--- config.mk ---
export PLATFORM = sky130hd
export DESIGN_NAME = neuron_mac_acc
export DESIGN_NICKNAME = d
export VERILOG_FILES = /design/src/rtl/neuron_pkg.sv /design/src/rtl/neuron_dot16.sv /design/src/rtl/neuron_mac_acc.sv
export SDC_FILE = /design/constraint.sdc
export NUM_CORES = 2
export LEC_CHECK = 0
export ABC_AREA = 1
export ABC_CLOCK_PERIOD_IN_PS = 9100
export CAP_MARGIN = 20
export CORE_ASPECT_RATIO = 1.25
export CORE_MARGIN = 2
export CORE_UTILIZATION = 55
export DETAILED_ROUTE_END_ITERATION = 8
export GPL_TIMING_DRIVEN = 0
export PLACE_DENSITY = 0.78
export SLEW_MARGIN = 20
export SYNTH_ARGS = -nofsm -noshare
export SYNTH_HDL_FRONTEND = slang
export SYNTH_SLANG_ARGS = --single-unit
--- constraint.sdc ---
create_clock -name clk -period 9.1 [get_ports clk]
set_input_delay 1.82 -clock clk [delete_from_list [all_inputs] [get_ports clk]]
set_output_delay 1.82 -clock clk [all_outputs]
set_load 0.005 [all_outputs]
--- src/rtl/neuron_pkg.sv ---
// neuron_pkg: shared widths and types for the 64-input hidden-layer neuron datapath.
package neuron_pkg;
    localparam int LANES  = 16;
    localparam int PIX_W  = 8;
    localparam int WGT_W  = 8;
    localparam int CHUNKS = 4;
    localparam int ACC_W  = 22;
    localparam int FRAC   = 12;
    localparam int PROD_W = PIX_W + WGT_W;
    localparam int MAC_W  = PROD_W + $clog2(LANES);
    localparam int CNT_W  = $clog2(CHUNKS);
    typedef logic signed [PROD_W-1:0] prod_t;
    typedef logic signed [MAC_W-1:0]  mac_t;
    typedef logic signed [ACC_W-1:0]  acc_t;
endpackage

--- src/rtl/neuron_dot16.sv ---
// neuron_dot16: registered 16-lane unsigned-pixel x signed-weight products, then a registered
// adder tree; chunk tags and bias ride alongside so bubbles never mix up chunks.
module neuron_dot16 import neuron_pkg::*; (
    input  logic                     clk,
    input  logic                     reset_accum_n,
    input  logic                     in_valid,
    input  logic                     first,
    input  logic                     last,
    input  logic [WGT_W-1:0]         bias,
    input  logic [LANES*PIX_W-1:0]   pixels,
    input  logic [LANES*WGT_W-1:0]   weights,
    output logic signed [MAC_W-1:0]  mac_out,
    output logic                     mac_valid,
    output logic                     mac_first,
    output logic                     mac_last,
    output logic signed [ACC_W-1:0]  mac_bias
);
    prod_t prod_d [LANES];
    prod_t prod [LANES];
    mac_t  sum;
    logic  v1, f1, l1;
    acc_t  b1;

    always_comb begin
        for (int i = 0; i < LANES; i++)
            prod_d[i] = prod_t'($signed({1'b0, pixels[i*PIX_W +: PIX_W]})) *
                        prod_t'($signed(weights[i*WGT_W +: WGT_W]));
    end

    always_comb begin
        sum = '0;
        for (int i = 0; i < LANES; i++)
            sum = sum + mac_t'(prod[i]);
    end

    always_ff @(posedge clk or negedge reset_accum_n) begin
        if (!reset_accum_n) begin
            prod <= '{default: '0};
            v1   <= 1'b0;
            f1   <= 1'b0;
            l1   <= 1'b0;
            b1   <= '0;
        end else begin
            v1 <= in_valid;
            if (in_valid) begin
                prod <= prod_d;
                f1   <= first;
                l1   <= last;
                b1   <= acc_t'($signed(bias));
            end
        end
    end

    always_ff @(posedge clk or negedge reset_accum_n) begin
        if (!reset_accum_n) begin
            mac_out   <= '0;
            mac_valid <= 1'b0;
            mac_first <= 1'b0;
            mac_last  <= 1'b0;
            mac_bias  <= '0;
        end else begin
            mac_valid <= v1;
            if (v1) begin
                mac_out   <= sum;
                mac_first <= f1;
                mac_last  <= l1;
                mac_bias  <= b1;
            end
        end
    end
endmodule

--- src/rtl/neuron_mac_acc.sv ---
// neuron_mac_acc: 4-chunk (64-input) neuron accumulator with bias; latency 3 clocks from last chunk.
// Optional hard-sigmoid output sigmoid_out when NEURON_SIGMOID_EN is defined.
module neuron_mac_acc import neuron_pkg::*; (
    input  logic                     clk,
    input  logic                     reset_accum_n,
    input  logic                     in_valid,
    input  logic [WGT_W-1:0]         bias,
    input  logic [LANES*PIX_W-1:0]   pixels,
    input  logic [LANES*WGT_W-1:0]   weights,
    output logic signed [MAC_W-1:0]  mac_out,
    output logic signed [ACC_W-1:0]  acc_out,
    output logic                     acc_valid
`ifdef NEURON_SIGMOID_EN
    ,
    output logic [7:0]               sigmoid_out
`endif
);
    logic [CNT_W-1:0] cnt;
    logic             m_valid, m_first, m_last;
    acc_t             m_bias, accum, nxt;

    neuron_dot16 u_dot (
        .clk           (clk),
        .reset_accum_n (reset_accum_n),
        .in_valid      (in_valid),
        .first         (cnt == '0),
        .last          (cnt == CNT_W'(CHUNKS - 1)),
        .bias          (bias),
        .pixels        (pixels),
        .weights       (weights),
        .mac_out       (mac_out),
        .mac_valid     (m_valid),
        .mac_first     (m_first),
        .mac_last      (m_last),
        .mac_bias      (m_bias)
    );

    always_comb nxt = (m_first ? m_bias : accum) + acc_t'(mac_out);

    always_ff @(posedge clk or negedge reset_accum_n) begin
        if (!reset_accum_n) begin
            cnt       <= '0;
            accum     <= '0;
            acc_out   <= '0;
            acc_valid <= 1'b0;
        end else begin
            if (in_valid) cnt <= cnt + 1'b1;
            if (m_valid) accum <= nxt;
            if (m_valid && m_last) acc_out <= nxt;
            acc_valid <= m_valid && m_last;
        end
    end

`ifdef NEURON_SIGMOID_EN
    acc_t sig;

    // Slope 1/64 in FRAC fixed point, centred at 0.5 (=128).
    always_comb sig = (acc_out >>> (FRAC - 6)) + acc_t'(128);

    always_ff @(posedge clk or negedge reset_accum_n) begin
        if (!reset_accum_n) sigmoid_out <= '0;
        else sigmoid_out <= sig < 0 ? 8'd0 : sig > 255 ? 8'd255 : sig[7:0];
    end
`endif
endmodule

# --- Word level (Yosys, flattened, before mapping) ---
# Cells that the tools add are included.
totals:
  regBits: 345
  input_bits: 267
  output_inout_bits: 43
  elab_cells: 66
classes:
  add_sub_neg: 17
  multipliers: 16
  n_eq_ne: 1
  muxes: 1
  reduce_logical: 2
ops:
  columns: ["cell", "count"]
  rows:
  - ["20-bit by 16-bit adder with 20-bit output", 13]
  - ["9-bit by 8-bit multiplier with 16-bit output", 16]
  - ["22-bit by 20-bit adder with 22-bit output", 1]
  - ["22-bit 2-to-1 mux", 1]
  - ["17-bit by 16-bit adder with 18-bit output", 1]
  - ["16-bit by 16-bit adder with 17-bit output", 1]
  - ["2-bit by 1-bit adder with 2-bit output, second input constant", 1]
  - ["2-bit equality test, second input constant", 1]
  - ["2-bit zero test", 1]
  - ["1-bit logical AND", 1]

# --- Depth between registers and ports, before layout ---
logic_depth:
  word_depth: 15
  ltp_mapped: 36
  depth_no_buf: 36

# --- Hierarchy ---
# From an unflattened synthesis, not the netlist that was laid out.
unflattened:
  cells_unflattened: 7360
  hier_area_um2: 56884.6
modules_own_cells:
  columns: ["module", "n_inst", "cells_each", "area_per_inst_um2", "seq_area_each_um2"]
  rows:
  - ["neuron_dot16", 1, 6851, 53402.5, 7457.2]
  - ["neuron_mac_acc", 1, 509, 3482.1, 1176.1]

# --- Least setup slack after synthesis ---
# Ideal clock, no wire load.
synth_path:
  path_type: "reg-to-reg"
  start: "register u_dot.prod[225] (netlist name)"
  end: "register u_dot.mac_out[19]"
  setup_ns: 0.117
  t_arrival_ns: 6.320
  required_ns: 8.983
  setup_slack_ns: 2.663
  stages_incl_launch_ff: 37
  path_buffers: 0
  synth_period_minus_slack_ns: 6.437
  cell_sequence: "dfrtp_1 inv_1 fa_1 inv_1 ha_1 inv_1 fa_1 inv_1 nand3_1 nand2_1 a21o_1 nand3_1 nand2_1 xor2_1 fa_1 fa_1 inv_1 fa_1 inv_1 fa_1 inv_1 fa_1 inv_1 fa_1 inv_1 ha_1 nand2_1 nor2_1 nand2_1 inv_1 nand4_1 nand3_1 inv_1 nand2_1 nand2_1 nand2_1 nand2_1"
synth_between:
  elab_chain_cells: 15
synth_rtl:
  columns: ["element", "line_no", "rtl"]
  rows:
  - ["start: declaration", "neuron_dot16.sv:19", "prod_t prod [LANES];"]
  - ["start signal: assignment", "neuron_dot16.sv:46", "prod <= prod_d;"]
  - ["16-bit by 16-bit adder with 17-bit output", "neuron_dot16.sv:33", "sum = sum + mac_t'(prod[i]);"]
  - ["17-bit by 16-bit adder with 18-bit output", "neuron_dot16.sv:33", null]
  - ["20-bit by 16-bit adder with 20-bit output (13 in series)", "neuron_dot16.sv:33", null]
  - ["end signal: assignment", "neuron_dot16.sv:64", "mac_out <= sum;"]
  - ["end: declaration", "neuron_dot16.sv:12", "output logic signed [MAC_W-1:0] mac_out,"]
# Every way passes these cells.
# A chain may end at the register's enable or synchronous reset.

# --- Worst setup path after layout ---
layout_path:
  start: "register u_dot.prod[209] (netlist name)"
  end: "register u_dot.mac_out[18]"
layout_between:
  elab_chain_cells: 14
layout_rtl:
  columns: ["element", "line_no"]
  rows:
  - ["17-bit by 16-bit adder with 18-bit output", "neuron_dot16.sv:33"]
  - ["20-bit by 16-bit adder with 20-bit output (13 in series)", "neuron_dot16.sv:33"]
# Every way passes these cells.

==> run summary <==
At the worst endpoint, the arrival time is 7.82 ns. The post-synthesis async set-or-reset flop share came out at 100%. Sorting the synthesized cells by how often they occur yields sky130_fd_sc_hd__nand2_1 (1906), sky130_fd_sc_hd__inv_1 (1835), sky130_fd_sc_hd__fa_1 (813), sky130_fd_sc_hd__ha_1 (705), sky130_fd_sc_hd__dfrtp_1 (345). From synthesis to final layout, the design area changed by 6.78%. The critical path's most frequent cell was sky130_fd_sc_hd__inv_1. The most heavily used metal layer in global routing was met2.

The clock arrives with 0.0490 ns of skew. The tools report the beginning of the worst register-to-register path as u_dot.prod[209]. The floorplan step set the die height to 365 µm.

STA classifies the critical path endpoint as a register. Global routing used 34.7% of the available met1 tracks. The run gives 0 as the number of max-slew violations in the final report. For the remaining routing DRC violations, the log shows 0. By instance count, the leading cell after synthesis is sky130_fd_sc_hd__nand2_1. The number of sinks on the clock net was 345.

Once detail routing completed, the nets flagged for antenna violations numbered 0. TritonCTS built the clock tree. 310 I/O pins were placed. The post-route clock period utilization is 81.1%. Headroom to the max-slew limit came out at 21.0%. Counting flops and latches in the post-synthesis netlist gives 345. The worst path in the final design needs a cycle of 7.38 ns, including I/O delays and setup.

For this run, the leading register cell type out of synthesis is sky130_fd_sc_hd__dfrtp_1. In this run the most critical hold path is launched from u_dot.v1. In this run the mean area of a mapped cell was 7.70 µm². After filler insertion, the fill cell instance count of the layout stands at 9276. The logs give 57200 µm² for the mapped cell area and 1.81 ns for the worst setup slack after placement. The share of the Yosys chip area taken by registers is 15.1%.

The share of synthesized cell area in full adder, half adder and majority cells came out at 43.8%. For this run, the total global-route usage over all layers was measured as 30.4%. The launching element type of the critical path is a register. In this run, post-CTS repair resized a total of 0 instances. The synthesized design devotes to its leading area cell type 28.4% of total area.

The synthesized-area fraction occupied by and/or/nand/nor cells is 19.5%. The kind of critical path was reg -> reg. The post-CTS setup buffer count was 0; the via-per-instance ratio was 5.35.

The total die area was 107000 µm²; the smallest setup slack after layout was 1.72 ns. When the netlist entered floorplanning its net count stood at 9223. Setup violations remaining at the end of the flow were counted as 0. The path class of the tightest hold or removal check is reg -> reg. After synthesis, the netlist uses 40 different library cells.

In the synthesized netlist, mux cells make up 0% of the area. The run gives 0 as the number of maximum-capacitance violations. The worst hold path terminates at u_dot.mac_valid. In this run the register-to-register setup slack is 1.72 ns.

The tools report the end of the worst register-to-register path as u_dot.mac_out[18]. Entering global routing, the biggest net connects 102 pins. Of the cells placed in the final design, the portion with a size suffix greater than 1 is 3.23%. The length in cells of the worst reg-to-reg path is 31. In the post-synthesis netlist, the biggest area contributors are sky130_fd_sc_hd__fa_1 (28%), sky130_fd_sc_hd__ha_1 (15%), sky130_fd_sc_hd__dfrtp_1 (15%).

The longest individual stage delay on the worst path came out at 0.50 ns. The CTS H-tree depth is 2. Among all stages on the critical path, the largest delay is contributed by sky130_fd_sc_hd__fa_1. At the worst endpoint, the required time is 9.55 ns. The tools report the starting density of the core as 55.4%. The first routing iteration left 2983 violations.

The final wirelength was 159 mm; the die width was 293 µm. Global routing consumed, on the met3 layer, 3.22% of the routing resources. The number of buffers created by CTS was 40; the hold slack was 0.456 ns.

The final hold violation count is 0, and the final weighted congestion of routability-driven global placement is 0.974. After clock tree synthesis, the clock-pin slew on the worst setup and hold paths is 0.06 ns. Setup repair after global routing left no endpoint under its margin. The average wire per cell in the routed design is 17.8 µm, and the slew of the pin with the lowest slew margin is 1.19 ns. The total vias in the final route came out at 47700. The via count of the first global-routing pass was 50100; the number of antenna violations at the first check in global routing was 3.

The clock latency at the later pin of the worst-skew pair came out at 0.61 ns. The xor/xnor cell area share of the yosys netlist works out to 1.67%. The number of enable-type register cells in the synthesized netlist was 0. For this run, the top clock speed supported by timing is 136 MHz.

Hold path depth: 0. Once detailed placement completed, the half-perimeter wirelength came to 134 mm. The count of buffers inserted at the top-level ports came out at 69.

The maximum fanout along the worst path is 5. Before antenna repair, the detailed router went through 6 iterations. The number of nets at the end of the flow was 9337; the area of the core was 103000 µm². Cell taking the most area after synthesis: sky130_fd_sc_hd__fa_1. The run finished with clean final reports. Synthesis produced 7438 cells. The clock passes through at most 3 buffers.

For this run, the number of Yosys warnings is 0. In this run the clock root is driven by a sky130_fd_sc_hd__clkbuf_16. Hold repair after CTS inserted 0 buffers. The synthesized netlist devotes 5.70% of its cell area to compound gates.

The first global-routing pass estimated 257 mm of wire. By area, the combinational part of the netlist is dominated by adder cells. After global routing the overflow that remains totals 0. Global routing consumed, on the met2 layer, 55.2% of the routing resources. The most critical setup path has its startpoint at u_dot.prod[209]. Row count: 132.
stage by stage:
stage	util (%)	std cells	setup TNS [ns]	cell area, µm²
final	59.1	8926	0	61100
after floorplan	-	7438	0	57200
after global routing	59.1	8925	0	61100
after CTS	59.1	8923	0	61100
after detailed placement	57.7	8850	0	59700
after global placement	57.7	8847	-3004.90	59600
how the worst max path moves through the flow:
stage                             end  slack (ns)  cells after the start
floorplan           u_dot.mac_out[19]        2.66                     36
global placement      u_dot.prod[127]       -8.76                      1
detailed placement  u_dot.mac_out[18]        1.81                     31
CTS                 u_dot.mac_out[18]        1.75                     31
global route        u_dot.mac_out[19]        1.40                     36
finish              u_dot.mac_out[18]        1.72                     31
sequential cells by signal, summed over array words and instances, names as in the netlist, 2 cells and up:
name            cells
acc_out            22
accum              22
cnt                 2
u_dot.b1            8
u_dot.mac_bias      8
u_dot.mac_out      20
u_dot.prod        256
cell usage in the layout, fill, tap and decap left out, types with 5 or more instances in the layout:
cell and count:
sky130_fd_sc_hd__nor3_1 44, sky130_fd_sc_hd__or2_2 113, sky130_fd_sc_hd__a31oi_1 96, sky130_fd_sc_hd__o21bai_1 26
sky130_fd_sc_hd__xor2_1 43, sky130_fd_sc_hd__nand3b_1 13, sky130_fd_sc_hd__nand4_1 53, sky130_fd_sc_hd__o31ai_1 8
sky130_fd_sc_hd__dfrtp_1 345, sky130_fd_sc_hd__or2_1 19, sky130_fd_sc_hd__nand3_1 274, sky130_fd_sc_hd__o21ai_1 7
sky130_fd_sc_hd__clkbuf_1 279, sky130_fd_sc_hd__fa_1 813, sky130_fd_sc_hd__xnor2_1 66, sky130_fd_sc_hd__a21oi_1 189
sky130_fd_sc_hd__bufinv_16 5, sky130_fd_sc_hd__clkdlybuf4s50_1 68, sky130_fd_sc_hd__clkbuf_8 8, sky130_fd_sc_hd__inv_1 1835
sky130_fd_sc_hd__buf_2 36, sky130_fd_sc_hd__clkinv_2 8, sky130_fd_sc_hd__clkbuf_16 40, sky130_fd_sc_hd__buf_1 5
sky130_fd_sc_hd__nand2_1 1906, sky130_fd_sc_hd__o21ai_0 237, sky130_fd_sc_hd__a21o_1 15, sky130_fd_sc_hd__nor2_1 278
sky130_fd_sc_hd__ha_1 705
final cells by class:
| class | instances | area [µm²] | share of cell area [%] |
|---|---|---|---|
| Multi-Input combinational cell | 4934 | 40500 | 66.2 |
| Sequential cell | 345 | 8630 | 14.1 |
| Inverter | 1841 | 6910 | 11.3 |
| Tap cell | 1340 | 1680 | 2.74 |
| Buffer | 318 | 1240 | 2.03 |
| Clock buffer | 53 | 1130 | 1.85 |
| Timing Repair Buffer | 72 | 778 | 1.27 |
| Clock inverter | 20 | 289 | 0.473 |
| Antenna cell | 3 | 7.51 | 0.0123 |
critical path, delay by kind of cell, from the launching register on:
family	cells	cell delay [ns]
AO/OA/AOI/OAI	4	0.85
XOR/XNOR	1	0.18
adder cells (fa/ha/maj)	10	4.41
buffers and inverters	9	0.69
flip-flops	1	0.36
AND/OR/NAND/NOR	7	0.75
metal layers:
layer / up-vias / wire [µm]
li1: 22400 / -
met1: 23400 / 59100
met2: 1495 / 80800
met3: 417 / 7910
met4: 0 / 11100
met5: - / 0
cell families (layout without fill, tap and decap cells):
kind of cell	count (synthesis)	count (layout)
simple gates	2715	2715
buf+inv	2159	2304
fa+ha+maj	1518	1518
compound gates	592	592
flops	345	345
xor+xnor	109	109
other cells	0	3
Power is left out: the tool's default activity adds up to more than one toggle a clock period on the data nets, which glitch-free logic cannot reach.
